$ cat src/rtl/imem_loader.sv
// Byte-stream program loader: fills instruction memory from a framed byte stream
// and releases the core from reset only after the frame checksum verifies.
`timescale 1ns/1ps
module imem_loader #(
  parameter int DATA_WIDTH = 32,
  parameter int ADDR_WIDTH = 8
) (
  input  logic                  clk,
  input  logic                  rst_n,
  input  logic                  s_valid_i,
  input  logic [7:0]            s_data_i,
  output logic                  s_ready_o,
  output logic                  imem_we_o,
  output logic [ADDR_WIDTH-1:0] imem_addr_o,
  output logic [DATA_WIDTH-1:0] imem_wdata_o,
  output logic                  core_rst_no,
  output logic                  done_o,
  output logic                  error_o
);

  typedef enum logic [2:0] {
    S_HDR0, S_HDR1, S_DATA, S_CSUM, S_DONE, S_ERROR
  } state_e;

  localparam int unsigned DEPTH = 1 << ADDR_WIDTH;

  state_e                  state_q;
  logic [15:0]             cnt_q;
  logic [15:0]             word_cnt_q;
  logic [1:0]              idx_q;
  logic [DATA_WIDTH-9:0]   word_q;    // first three bytes of the word in flight
  logic [7:0]              csum_q;
  logic                    we_q;
  logic [ADDR_WIDTH-1:0]   addr_q;
  logic [DATA_WIDTH-1:0]   wdata_q;
  logic                    done_q;
  logic                    error_q;
  logic                    core_rst_q;

  logic        accept;
  logic [7:0]  csum_d;
  logic [15:0] cnt_d;

  // Ready is gated by rst_n directly so it is 0 during reset and 1 right after release.
  assign s_ready_o = rst_n && (state_q != S_DONE) && (state_q != S_ERROR);
  assign accept    = s_valid_i && s_ready_o;
  assign csum_d    = csum_q ^ s_data_i;
  assign cnt_d     = {s_data_i, cnt_q[7:0]};

  // NOTE: every register here uses <= so all updates see the pre-edge values;
  // blocking assignments would make later statements read already-updated state.
  always_ff @(posedge clk) begin
    if (!rst_n) begin
      state_q    <= S_HDR0;
      cnt_q      <= '0;
      word_cnt_q <= '0;
      idx_q      <= '0;
      word_q     <= '0;
      csum_q     <= '0;
      we_q       <= 1'b0;
      addr_q     <= '0;
      wdata_q    <= '0;
      done_q     <= 1'b0;
      error_q    <= 1'b0;
      core_rst_q <= 1'b0;
    end else begin
      we_q <= 1'b0;
      if (accept) begin
        case (state_q)
          S_HDR0: begin
            cnt_q[7:0] <= s_data_i;
            csum_q     <= csum_d;
            state_q    <= S_HDR1;
          end
          S_HDR1: begin
            cnt_q[15:8] <= s_data_i;
            csum_q      <= csum_d;
            if (cnt_d == 16'd0) begin
              state_q <= S_CSUM;
            end else if (32'(cnt_d) > DEPTH) begin
              state_q <= S_ERROR;
              error_q <= 1'b1;
            end else begin
              state_q <= S_DATA;
            end
          end
          S_DATA: begin
            csum_q <= csum_d;
            word_q <= {s_data_i, word_q[DATA_WIDTH-9:8]};
            idx_q  <= idx_q + 2'd1;
            if (idx_q == 2'd3) begin
              we_q       <= 1'b1;
              addr_q     <= word_cnt_q[ADDR_WIDTH-1:0];
              wdata_q    <= {s_data_i, word_q};
              word_cnt_q <= word_cnt_q + 16'd1;
              if (word_cnt_q == cnt_q - 16'd1) state_q <= S_CSUM;
            end
          end
          S_CSUM: begin
            if (s_data_i == csum_q) begin
              state_q    <= S_DONE;
              done_q     <= 1'b1;
              core_rst_q <= 1'b1;
            end else begin
              state_q <= S_ERROR;
              error_q <= 1'b1;
            end
          end
          default: ;
        endcase
      end
    end
  end

  assign imem_we_o    = we_q;
  assign imem_addr_o  = addr_q;
  assign imem_wdata_o = wdata_q;
  assign done_o       = done_q;
  assign error_o      = error_q;
  assign core_rst_no  = core_rst_q;

endmodule

$ cat config.mk
export PLATFORM = sky130hd
export DESIGN_NAME = imem_loader
export DESIGN_NICKNAME = d
export VERILOG_FILES = /design/src/rtl/imem_loader.sv
export SDC_FILE = /design/constraint.sdc
export NUM_CORES = 1
export LEC_CHECK = 0
export CORE_MARGIN = 5
export CORE_UTILIZATION = 60
export CTS_CLUSTER_DIAMETER = 120
export DETAILED_ROUTE_END_ITERATION = 16
export PLACE_DENSITY = 0.84
export SYNTH_ARGS = -nofsm -noshare
export SYNTH_HDL_FRONTEND = slang
export SYNTH_SLANG_ARGS = --single-unit
$ cat constraint.sdc
create_clock -name clk -period 4.86 [get_ports clk]
set_input_delay 0.486 -clock clk [delete_from_list [all_inputs] [get_ports clk]]
set_output_delay 0.486 -clock clk [all_outputs]
set_load 0.01 [all_outputs]
==> metrics.yaml <==
grt_pass1_wl_microns: 18200
avgSynthCellArea_sq_um: 8.37
cp-start-kind: "primary input"
die_h_microns: 102
clk_pin_slew_ps: 110
drc: 0
post-route-util: 0.712
postCtsSetupBuffers: 0
synthArstFlopShare: 0
ctsResizeCount: 0
routabilityCongestion: 0.890
cts_buffer_depth: 2
fin_nets: 648
post-route-min-period_ps: 2800
finalCritPeriodShare: 0.576
cts_sinks: 112
vias_per_cell: 5.53
finalMaxSlewViolations: 0
yosysSeqAreaShare: 0.442
reg2reg_to: "state_q[0]"
cp_max_fo: 114
synth.area.top_cells: "dfxtp_1, nand2_1, a21boi_0"
grtUsageMet3: 0.0280
r2r_cells: 6
skew_ps: 14.4
relSlewSlack: 0.317
netlist_instances: 606
cts_hold_buffers: 0
crit_required_ps: 4370
antenna_found_initial: 0
dp_hpwl_microns: 7300
maxCapViolCount: 0
fin_area_sq_um: 5850
synth_top_area_cell: "dfxtp_1"
numCtsBuffers: 9
initialDrtViolationCount: 181
r2r_slack_ps: 2200
rsz0062_at_grt: "false"
antenna_cells: 0
wire_per_inst_microns: 14.6
r2r-start: "cnt_q[2]"
syn_to_final_growth_pct: 15.3
wirelength_microns: 10900
ys_ff_latch: 112
p_leak_nw: 1.95
path_buf_inv: 3
clk_latency_ps: 380
vias: 4114
drt_pass1_iterations: 7
busiest_layer: "met2"
worstPathCellList: "buf_2 > buf_4 > a21boi_0 > clkdlybuf4s50_1"
min_path_cells: 2
die_w_microns: 102
drtAntennaViolNets: 0
setup_viol: 0
crit_type: "in2out"
ios: 56
max_freq_mhz: 357
tightest_slew_ps: 1020
io_buffer_count: 55
initial_core_util: 0.617
critical_path.slowest_cell: "buf_4"
htree_levels: 3
critPathTopFamily: "buffers and inverters"
whs_endpoint: "imem_wdata_o[1]"
dpl-instance-area_sq_um: 5620
synth_flop_cell: "dfxtp_1"
num_rows: 33
coreArea_sq_um: 8220
grt_util_all_layers: 0.215
synth_nets: 620
synth-edff-count: 0
grt_pass1_vias: 3893
synth_top_area_share: 0.442
drive_gt1_frac: 0.0501
grt_use_met2: 0.348
dieArea_sq_um: 10400
powerDensity_nw_per_um2: 292
synth.distinct_cells: 48
run_status: "complete, no violations"
grt_max_degree: 115
critPathArrivalTime_ps: 2310
cts_root_buf: "clkbuf_8"
setup-tns-final_ps: 0
max_stage_delay_ps: 690
overflow: 0
finalHoldViolations: 0
hold_class: "reg2reg"
yosysWarnings: 0
vdd_drop_max_mv: 0.172
cp-end-kind: "primary output"
cts_tree: "built"
synth_area_sq_um: 5070
worstHoldStart: "word_q[1]"
power_mw: 1.70
grt_use_met1: 0.295
-- cells in the final DEF (no fill, tap or decap), types with 11 or more instances in the layout --
| cell | synthesis | routed |
|---|---|---|
| nand3_1 | 20 | 20 |
| nor2_1 | 15 | 15 |
| nor2b_1 | 15 | 15 |
| clkdlybuf4s50_1 | 0 | 54 |
| xnor2_1 | 34 | 34 |
| a21boi_0 | 77 | 77 |
| xor2_1 | 15 | 15 |
| and2_1 | 21 | 21 |
| nor3_1 | 12 | 11 |
| nand2_1 | 162 | 162 |
| dfxtp_1 | 112 | 112 |
-- flip-flops by register name, indices dropped and copies added (netlist names) --
name,count
imem_we_o,1
csum_q,8
cnt_q,16
idx_q,2
imem_addr_o,8
word_q,24
word_cnt_q,16
core_rst_no,1
error_o,1
imem_wdata_o,32
state_q,3
-- kinds of logic (layout without fill, tap and decap cells) --
| logic type | after synthesis | count (layout) | synth area share |
|---|---|---|---|
| AND/OR/NAND/NOR | 280 | 280 | 0.260 |
| XOR/XNOR | 49 | 49 | 0.0847 |
| flip-flops | 112 | 112 | 0.442 |
| AO/OA/AOI/OAI | 105 | 105 | 0.153 |
| adder cells (fa/ha/maj) | 3 | 3 | 0.00740 |
| multiplexers | 8 | 8 | 0.0160 |
| buffers and inverters | 49 | 82 | 0.0370 |
-- stage by stage --
stage               hold slack, ps  setup slack [ps]  std cells
floorplan                      441              2450        606
global placement               453              1950        728
detailed placement             459              1830        728
CTS                            475              2090        744
global route                   498              1920        744
finish                         469              2060        744
-- power by group --
part,switching [mW],internal [mW]
logic,0.0799,0.0694
registers,0.0172,0.928
clock network,0.349,0.261
-- worst max-delay path by stage --
| stage | start | to | depth (start not counted) |
|---|---|---|---|
| floorplan | cnt_q[10] | state_q[0] | 6 |
| global placement | s_valid_i | word_cnt_q[15] | 9 |
| detailed placement | s_valid_i | word_cnt_q[13] | 9 |
| CTS | rst_n | s_ready_o | 4 |
| global route | rst_n | s_ready_o | 4 |
| finish | rst_n | s_ready_o | 4 |
-- metal layers --
metal,share of wire,wire length [microns]
met3,0.057,615
met5,0,0
met4,0.017,187
met1,0.46,5010
met2,0.47,5070
-- cell usage after synthesis, types with 2 or more instances --
cell and n:
nand2_1 162, dfxtp_1 112, a21boi_0 77, clkbuf_1 41, xnor2_1 34, and2_1 21
nand3_1 20, nor2_1 15, nor2b_1 15, xor2_1 15, nor3_1 12, inv_1 7
mux2i_1 7, nand4_1 7, a21oi_1 6, o21ai_0 5, or3_1 4, and3_1 3
ha_1 3, nand4b_1 3, nor4_1 3, o31ai_1 3, a211oi_1 2, a31oi_1 2
nand2b_1 2, o21a_1 2, or4_4 2
-- final cells by class --
type,instances,area [sq um]
clock buffer,9,124
clock inverter,7,103
fill,661,2370
inverter,7,26.3
multi-input combinational,445,2650
sequential,112,2240
tap,105,131
timing repair buffer,59,576
-- tightest hold or removal path: stages (launching register included) --
cell and delay (ps):
dfxtp_1 330, nand2_1 50, a21boi_0 60
Note: power is estimated with default switching activity, not from simulation.
